**config.mk**
```make
export PLATFORM = sky130hd
export DESIGN_NAME = pixel_fb_writer
export DESIGN_NICKNAME = d
export VERILOG_FILES = /design/src/rtl/pong_pkg.sv /design/src/rtl/pixel_fifo.sv /design/src/rtl/pixel_fb_writer.sv
export SDC_FILE = /design/constraint.sdc
export NUM_CORES = 1
export LEC_CHECK = 0
export ABC_AREA = 1
export BUFFER_PORTS_ARGS = -buffer_cell sky130_fd_sc_hd__buf_4
export CORE_MARGIN = 10
export CORE_UTILIZATION = 50
export DETAILED_ROUTE_END_ITERATION = 7
export PLACE_DENSITY = 0.74
export SYNTH_ARGS = -nofsm -noshare
export SYNTH_HDL_FRONTEND = slang
export SYNTH_SLANG_ARGS = --single-unit
```
**constraint.sdc**
```tcl
create_clock -name clk -period 5.9 [get_ports clk]
set_clock_uncertainty 0.2 [all_clocks]
set_input_delay 0.295 -clock clk [delete_from_list [all_inputs] [get_ports clk]]
set_output_delay 0.295 -clock clk [all_outputs]
set_load 0.03 [all_outputs]
```
**src/rtl/pong_pkg.sv**
```systemverilog
// Shared constants and types for the pong video path: framebuffer geometry,
// the queued pixel record and the framebuffer writer state encoding.
package pong_pkg;

  localparam int FB_SCREEN_W   = 320;
  localparam int FB_SCREEN_H   = 240;
  localparam int FB_COLOR_W    = 3;
  localparam int FB_ADDR_W     = 17;
  localparam int FB_FIFO_DEPTH = 8;

  typedef struct packed {
    logic [FB_ADDR_W-1:0]  addr;
    logic [FB_COLOR_W-1:0] colour;
  } pixel_t;

  typedef enum logic [1:0] {
    IDLE,
    WRITE,
    CLEAR
  } fb_state_t;

endpackage

```
**src/rtl/pixel_fifo.sv**
```systemverilog
// Small synchronous FIFO with the head entry visible combinationally, so the
// consumer can present it on the same cycle it becomes valid.
module pixel_fifo #(
  parameter int DEPTH = 8,
  parameter int WIDTH = 20
) (
  input  logic                     clk,
  input  logic                     reset,
  input  logic                     push,
  input  logic                     pop,
  input  logic [WIDTH-1:0]         din,
  output logic [WIDTH-1:0]         head,
  output logic [$clog2(DEPTH):0]   count,
  output logic                     full,
  output logic                     empty
);

  localparam int PTR_W = $clog2(DEPTH);

  logic [WIDTH-1:0] mem_reg [DEPTH];
  logic [PTR_W-1:0] wr_ptr_reg, rd_ptr_reg;
  logic [PTR_W:0]   count_reg;
  logic             do_push, do_pop;

  assign full    = (count_reg == (PTR_W+1)'(DEPTH));
  assign empty   = (count_reg == '0);
  assign do_push = push && !full;
  assign do_pop  = pop && !empty;
  assign head    = mem_reg[rd_ptr_reg];
  assign count   = count_reg;

  always_ff @(posedge clk) begin
    if (do_push) begin
      mem_reg[wr_ptr_reg] <= din;
    end
  end

  // Pointers wrap naturally because DEPTH is a power of two.
  always_ff @(posedge clk) begin
    if (reset) begin
      wr_ptr_reg <= '0;
      rd_ptr_reg <= '0;
      count_reg  <= '0;
    end else begin
      if (do_push) wr_ptr_reg <= wr_ptr_reg + PTR_W'(1);
      if (do_pop)  rd_ptr_reg <= rd_ptr_reg + PTR_W'(1);
      case ({do_push, do_pop})
        2'b10:   count_reg <= count_reg + (PTR_W+1)'(1);
        2'b01:   count_reg <= count_reg - (PTR_W+1)'(1);
        default: count_reg <= count_reg;
      endcase
    end
  end

endmodule

```
**src/rtl/pixel_fb_writer.sv**
```systemverilog
// Pixel stream sink: queues drawn pixels and writes them into the framebuffer
// over a valid/ready port, and runs full-screen clear sweeps on request.
module pixel_fb_writer
  import pong_pkg::*;
#(
  parameter int SCREEN_W   = FB_SCREEN_W,
  parameter int SCREEN_H   = FB_SCREEN_H,
  parameter int COLOR_W    = FB_COLOR_W,
  parameter int FIFO_DEPTH = FB_FIFO_DEPTH,
  parameter int ADDR_W     = FB_ADDR_W
) (
  input  logic               clk,
  input  logic               reset,
  input  logic               draw,
  input  logic [8:0]         x_in,
  input  logic [7:0]         y_in,
  input  logic [COLOR_W-1:0] colour_in,
  output logic               full,
  output logic               overflow,
  input  logic               clear_start,
  input  logic [COLOR_W-1:0] clear_colour,
  output logic               clear_done,
  output logic               busy,
  output logic               mem_we,
  output logic [ADDR_W-1:0]  mem_addr,
  output logic [COLOR_W-1:0] mem_data,
  input  logic               mem_ready
);

  localparam int CNT_W = $clog2(FIFO_DEPTH) + 1;
  localparam logic [ADDR_W-1:0] LAST_ADDR = ADDR_W'(SCREEN_W * SCREEN_H - 1);

  fb_state_t          state_reg, state_next;
  logic               pending_reg, pending_next;
  logic               overflow_reg;
  logic [COLOR_W-1:0] clear_colour_reg;
  logic [ADDR_W-1:0]  sweep_reg, sweep_next;

  logic               in_range, push, pop, clear_accept, last_pop;
  logic               fifo_full, fifo_empty;
  logic [CNT_W-1:0]   fifo_count;
  pixel_t             push_pixel, head_pixel;

  assign in_range          = (int'(x_in) < SCREEN_W) && (int'(y_in) < SCREEN_H);
  assign push              = draw && in_range && !fifo_full;
  assign push_pixel.addr   = ADDR_W'(y_in) * ADDR_W'(SCREEN_W) + ADDR_W'(x_in);
  assign push_pixel.colour = colour_in;

  pixel_fifo #(
    .DEPTH (FIFO_DEPTH),
    .WIDTH ($bits(pixel_t))
  ) u_fifo (
    .clk   (clk),
    .reset (reset),
    .push  (push),
    .pop   (pop),
    .din   (push_pixel),
    .head  (head_pixel),
    .count (fifo_count),
    .full  (fifo_full),
    .empty (fifo_empty)
  );

  // A request is only taken when no clear is already pending or running.
  assign clear_accept = clear_start && !pending_reg && (state_reg != CLEAR);
  // True when the pop in progress leaves the FIFO empty (a same-cycle push refills it).
  assign last_pop     = (fifo_count == CNT_W'(1)) && !push;

  assign full     = fifo_full;
  assign overflow = overflow_reg;
  assign busy     = (state_reg != IDLE) || pending_reg || !fifo_empty;

  always_comb begin
    state_next   = state_reg;
    pending_next = pending_reg | clear_accept;
    sweep_next   = sweep_reg;
    pop          = 1'b0;
    mem_we       = 1'b0;
    mem_addr     = '0;
    mem_data     = '0;
    clear_done   = 1'b0;
    case (state_reg)
      IDLE: begin
        if (pending_reg && fifo_empty) begin
          state_next   = CLEAR;
          pending_next = 1'b0;
          sweep_next   = '0;
        end else if (!fifo_empty || push) begin
          state_next = WRITE;
        end
      end
      WRITE: begin
        mem_we   = 1'b1;
        mem_addr = head_pixel.addr;
        mem_data = head_pixel.colour;
        if (mem_ready) begin
          pop = 1'b1;
          if (pending_reg && last_pop) begin
            state_next   = CLEAR;
            pending_next = 1'b0;
            sweep_next   = '0;
          end else if (last_pop) begin
            state_next = IDLE;
          end
        end
      end
      CLEAR: begin
        mem_we   = 1'b1;
        mem_addr = sweep_reg;
        mem_data = clear_colour_reg;
        if (mem_ready) begin
          if (sweep_reg == LAST_ADDR) begin
            clear_done = 1'b1;
            state_next = IDLE;
            sweep_next = '0;
          end else begin
            sweep_next = sweep_reg + ADDR_W'(1);
          end
        end
      end
      default: state_next = IDLE;
    endcase
  end

  always_ff @(posedge clk) begin
    if (reset) begin
      state_reg        <= IDLE;
      pending_reg      <= 1'b0;
      overflow_reg     <= 1'b0;
      sweep_reg        <= '0;
      clear_colour_reg <= '0;
    end else begin
      state_reg    <= state_next;
      pending_reg  <= pending_next;
      sweep_reg    <= sweep_next;
      overflow_reg <= overflow_reg | (draw && in_range && fifo_full);
      if (clear_accept) begin
        clear_colour_reg <= clear_colour;
      end
    end
  end

endmodule

```
==> metrics, run 1 <==
Reg power frac 45.4%; Synth area leader edfxtp_1; slew margin rel. 24.7%; post-synthesis mux area share 0.122%; Total Wirelength 21100 um; hold wc startpoint draw; HPWL after DPL 13200 um; initial core utilization 51.2%; Hold Crit Depth 5; TritonRoute pass-1 iters 5; Hold Vio Cnt, Final 0; wire per inst 17.2 um; Multi-input gate area 0.00333 mm^2; WP data required 5.41 ns; CTS tree built; #FFs+latches synth 197; top cells by area, synth edfxtp_1 52%, dfxtp_1 8.0%, nor2_1 7.5%; # resized after CTS 0; Layout Nets 1042; Post-synth EDFFs 160; Clock power frac 30.2%; sequential share of the synthesized area 59.9%; # fillers 1496; Cell Area, Synth 0.00926 mm^2; worst-margin pin slew 1.13 ns; Die X 156 um; Pwr Density 343 mW/mm^2; Clock Pin Slew Worst Setup and Hold Paths 0.07 ns; Max Slew Vio Count 0; I/O pin cnt 53; synth warn 0; leakage 3.72 nW; Async SR Flop Fraction 0%; Via Count 6872; Post-Synth Simple-Gate Area 18.0%; combinational share of power 24.4%; layout cell share with drive strength beyond 1 13.1%; Worst setup SP type register; Synth top area share 51.9%; Net Switching 1.18 mW; Pwr Total 3.62 mW; minimum clock period 3.46 ns; Die ar. 0.0244 mm^2; Internal 2.44 mW; Hold Path End overflow; Post-synth top flop edfxtp_1; Setup CP Type reg -> out; Post-DRT Antenna Nets 0; max reg flops 160; CTS hold repair buffers 13; worst-path maximum fanout 80; setup_tns 0 ns; core area 0.0181 mm^2; Synth-to-Final Area Change 14.0%; clk buf depth 2; Port Buf Inserts 52; Critical Path AT 2.96 ns; Min-Delay Path Class in -> reg; dominant combinational cell family by area after synthesis simple AND/OR/NAND/NOR gates; FF-to-FF path depth 7; Worst VDD drop 224 uV; CTS buffer count 17; Root Buffer Master clkbuf_16; GRT Resource Usage Total 17.5%; complex-gate fraction of the synthesized area 12.0%; Routability Congestion 0.942; Skew-Pair Late Insertion Delay 0.43 ns; largest net degree at the start of global routing 81; final setup fails 0; Chip Height 156 um; status finished, final reports clean; drt drc 0; fin crit share 58.6%; std cell rows 49; Yosys cell types 36; cell count after synthesis 933; Sequential Area 0.00555 mm^2; reg2reg setup slack 3.27 ns; initial drt markers 629; drt via density 5.59; post-CTS setup buffers 0; syn avg cell area 9.93 um^2; Post-Syn Nets 989; first-pass GRT wire length 33800 um; r2r startpoint state_reg[0]; number of H-tree levels 4; initial antenna violation count 1; Setup crit end kind output port; GRT overflow 0; RSZ-0062 raised after global routing false; max-capacitance violation count 0; r2r endpoint clear_colour_reg[2]; Max Clock Freq 289 MHz; clock net sink count 197; Synth Area in Adders 3.95%; vias in the first global route 6506; Synth Area in XOR/XNOR 1.70%; switch share 32.6%
## layer usage
layer | GRT usage (%) | vias to the layer above | part of all wire, %
li1 | - | 3345 | -
met1 | 23.3 | 3265 | 44
met5 | 0 | - | 0
met4 | 8.49 | 0 | 2.6
met3 | 3.06 | 43 | 6.3
met2 | 27.3 | 219 | 47
## final cells by class
type	instances	share of cell area, %
clock inverters	13	1.19
multi-input cells	635	31.5
diodes	1	0.0237
flip-flops and latches	197	52.6
repair buffers	77	5.79
inverters	58	2.09
clock buffers	19	4.10
well taps	229	2.71
## per-stage QoR
step,hold WS [ns],util [%],cell area (um^2),setup WS (ns),cells
after global placement,0.243,54.5,9860,2.97,1183
after detailed placement,0.255,54.5,9860,2.95,1183
after global routing,0.129,58.3,10600,2.15,1228
final,0.0789,58.4,10600,2.44,1229
after CTS,0.0724,58.3,10600,2.45,1228
after floorplan,0.194,-,9260,3.27,933
## kinds of logic (layout without fill, tap and decap cells)
| group | Yosys count | in the layout |
|---|---|---|
| AOI/OAI and AO/OA | 196 | 196 |
| and+or+nand+nor | 392 | 392 |
| xor gates and xnor gates | 18 | 18 |
| adders and majority gates | 28 | 28 |
| buffers and inverters | 101 | 167 |
| DFF | 197 | 197 |
| muxes | 1 | 1 |
| other | 0 | 1 |
## cell usage after synthesis (3+ instances only)
cell	n
o211ai_1	40
nand2_1	114
a21oi_1	49
clkbuf_1	31
o21ai_0	97
nand3_1	53
nand2_2	7
inv_2	3
nand3_2	4
xor2_1	12
nor2_2	6
nor2_1	186
inv_1	53
nand4_1	12
o21bai_1	5
o21ai_1	3
xnor2_1	6
ha_1	26
buf_2	6
nor3_1	4
dfxtp_1	37
edfxtp_1	160
## layout by cell type (no fill, tap or decap), types with 3 or more instances in the layout
| cell type | instances |
|---|---|
| o211ai_1 | 40 |
| dlygate4sd3_1 | 13 |
| edfxtp_1 | 160 |
| inv_1 | 53 |
| nand2_1 | 114 |
| xnor2_1 | 6 |
| nor2_1 | 178 |
| ha_1 | 26 |
| nor3_1 | 4 |
| nand2_2 | 7 |
| o21ai_0 | 97 |
| nor2_2 | 14 |
| clkbuf_16 | 17 |
| dfxtp_1 | 36 |
| xor2_1 | 12 |
| nand3_1 | 53 |
| nand3_2 | 4 |
| nand4_1 | 12 |
| buf_4 | 64 |
| a21oi_1 | 49 |
| clkinvlp_4 | 4 |
| o21ai_1 | 3 |
| o21bai_1 | 5 |
| inv_2 | 4 |
## worst max-delay path, stage by stage (launching register included)
cell and delay (ns):
dfxtp_2 0.51, inv_2 0.90, o21ai_0 0.27, o211ai_1 0.15, nand3_1 0.18, a21oi_1 0.27, buf_4 0.21
## worst max path at each step
stage | startpoint | to | slack (ns) | cells after the start
6_report | register | mem_addr[6] | 2.44 | 6
5_1_grt | register | mem_addr[16] | 2.15 | 6
4_1_cts | register | mem_addr[16] | 2.45 | 6
3_5_place_dp | register | mem_addr[16] | 2.95 | 6
3_3_place_gp | register | mem_addr[16] | 2.97 | 6
2_1_floorplan | u_fifo.count[0] | u_fifo.mem_reg[1][0] | 3.27 | 8
## power groups by stage
stage / combinational (mW) / clock, mW / sequential, mW
6_report: 0.885 / 1.09 / 1.64
5_1_grt: 0.983 / 1.15 / 1.65
4_1_cts: 0.884 / 1.10 / 1.64
3_5_place_dp: 0.872 / 0 / 1.67
3_3_place_gp: 0.858 / 0 / 1.67
2_1_floorplan: 0.638 / 0 / 1.65
(Power assumes the default switching activity.)
==> inputs of run 2 (changes only) <==
==> constraint.sdc (replaced) <==
create_clock -name clk -period 3.5 [get_ports clk]
set_clock_uncertainty 0.2 [all_clocks]
set_input_delay 0.175 -clock clk [delete_from_list [all_inputs] [get_ports clk]]
set_output_delay 0.175 -clock clk [all_outputs]
set_load 0.03 [all_outputs]
==> run 2 against run 1 <==
Global-route usage is 0.091 points higher. Wire length rose by 0.79%. First-iteration DRC count is 2.7% higher. Cell count up 0.49%. Final area up 0.49%. Via count fell by 1.2%. Critical path type unchanged.
==> metrics, run 2 (synthesis results as in run 1) <==
status finished, final reports clean; Cell Chain, Critical Path buf_4 -> nor2_1 -> nor2_1 -> o21ai_0 -> o211ai_1 -> nand3_1 -> a21oi_1 -> buf_4; Layout Nets 1050 (+0.77%); Skew-Pair Late Insertion Delay 0.43 ns (about the same); initial antenna violation count 0 (-1); n_diodes 0 (-1); setup_tns 0 ns (unchanged); Worst setup SP type register; most frequent cells in the layout 178 x nor2_1, 160 x edfxtp_1, 114 x nand2_1; minimum clock period 2.91 ns; Via Count 6789 (-1.2%); Critical Path AT 2.54 ns (-0.42 ns); Net Switching 2.00 mW (+69%); Hold Vio Cnt, Final 0 (unchanged); worst-path maximum fanout 80 (unchanged); I/O pin cnt 53 (unchanged); largest net degree at the start of global routing 81 (unchanged); first-pass GRT wire length 33800 um (+0.12%); r2r endpoint u_fifo.count[2]; Total Wirelength 21300 um (+0.79%); HPWL after DPL 13500 um (+2.6%); Die ar. 0.0244 mm^2 (unchanged); cell area after layout 0.0106 mm^2 (+0.49%); Worst VDD drop 305 uV (+36%); Post-DP Area 0.00991 mm^2 (+0.51%); FF-to-FF path depth 10 (+3); Root Buffer Master clkbuf_16; Hold Path End u_fifo.mem_reg[5][9]; crit path buf inv count 2 (unchanged); vias in the first global route 6466 (-0.61%); Clock Pin Slew Worst Setup and Hold Paths 0.07 ns (about the same); clock net sink count 197 (unchanged); RSZ-0062 raised after global routing false; Synth-to-Final Area Change 14.5%; Slowest-stage cell, CP buf_4; GRT Resource Usage Total 17.6% (+0.091 points); layout cell share with drive strength beyond 1 13.5% (+0.41 points); worst-margin pin slew 0.943 ns (-0.185 ns); Clock power frac 29.1% (-1.1 points); Max Slew Vio Count 0 (unchanged); Port Buf Inserts 52 (unchanged); wire per inst 17.2 um (+0.30%); r2r startpoint state_reg[1]; final setup fails 0 (unchanged); switch share 33.0% (+0.43 points); initial core utilization 51.2% (unchanged); Chip Height 156 um (unchanged); drt drc 0 (unchanged); initial drt markers 646 (+2.7%); WP data required 3.12 ns (-2.29 ns); CP Depth 8 (+2); CTS buffer count 17 (unchanged); Max Clock Freq 343 MHz; fin crit share 83.2%; number of H-tree levels 4 (unchanged); Internal 4.05 mW (+66%); max-capacitance violation count 0 (unchanged); GRT overflow 0 (unchanged); clk buf depth 2 (unchanged); Die X 156 um (unchanged); Setup crit end kind output port; max reg flops 160 (unchanged); leakage 3.76 nW (+0.90%); Hold Crit Depth 2 (-3); Reg power frac 45.6% (+0.2 points); critical path's largest stage delay 0.66 ns (-0.24 ns); combinational share of power 25.3% (+0.9 points); Min-Delay Path Class in -> reg; Routability Congestion 0.936 (-0.62%); CTS tree built; slew margin rel. 37.1% (+12 points); Post-DRT Antenna Nets 0 (unchanged); Setup CP Type reg -> out; Largest delay share family, worst path buffers and inverters; core area 0.0181 mm^2 (unchanged); most common cell after layout, fill and taps aside nor2_1; TritonRoute pass-1 iters 5 (unchanged); reg2reg setup slack 1.04 ns (-2.23 ns); drt via density 5.50 (-1.7%); std cell rows 49 (unchanged); hold wc startpoint x_in[6]; Pwr Density 570 mW/mm^2 (+66%)
run 2: worst register-to-register path: stages, from the launching register on:
cell     delay [ns]
dfxtp_1        0.35
inv_1          0.09
ha_1           0.14
buf_4          0.39
nand3_1        0.19
inv_1          0.19
ha_1           0.33
a21oi_1        0.15
o21ai_0        0.12
o21ai_0        0.16
a21oi_1        0.05
run 2: worst max path at each step:
stage	to	startpoint
floorplan	u_fifo.mem_reg[1][0]	u_fifo.count[0]
global placement	u_fifo.mem_reg[2][17]	y_in[1]
detailed placement	u_fifo.mem_reg[1][19]	y_in[1]
CTS	mem_addr[8]	register
global route	mem_addr[6]	register
finish	mem_addr[15]	register
run 2: timing repair:
| action | 4_1_cts | 5_1_grt |
|---|---|---|
| hold buffers | 16 | 0 |
| gates resized for setup | 0 | 0 |
| endpoints found under the hold margin | 98 | 0 |
| buffers inserted | 0 | 0 |
run 2: layout make-up:
cell class / count / area, um^2
multi-input cells: 635 / 3330
inverters: 58 / 220
clock inverters: 13 / 103
fillers: 1506 / 7480
well taps: 229 / 287
repair buffers: 85 / 691
flip-flops and latches: 197 / 5550
clock buffers: 18 / 429
run 2: metal layers:
metal / vias to the layer above / wire, um / global-route usage (%)
met1: 3200 / 9330 / 23.1
met4: 0 / 392 / 6.20
met2: 207 / 10200 / 28.7
li1: 3354 / - / -
met3: 28 / 1290 / 3.12
met5: - / 0 / 0
run 2: power groups by stage:
stage	Clock, mW	Sequential (mW)	Combinational (mW)
3_3_place_gp	0	2.80	1.48
4_1_cts	1.79	2.75	1.52
3_5_place_dp	0	2.81	1.50
5_1_grt	1.87	2.77	1.69
6_report	1.76	2.76	1.53
2_1_floorplan	0	2.79	1.08
run 2: metrics by stage:
stage               hold slack, ns  utilization, %  setup slack (ns)  cells  power [mW]
global route                0.0352            58.6             0.355   1235        6.32
finish                      0.0323            58.6             0.589   1235        6.05
detailed placement           0.210            54.8             0.706   1188        4.31
floorplan                   0.0739               -             0.871    933        3.86
CTS                        0.00725            58.6             0.569   1235        6.07
global placement             0.208            54.8             0.813   1188        4.28
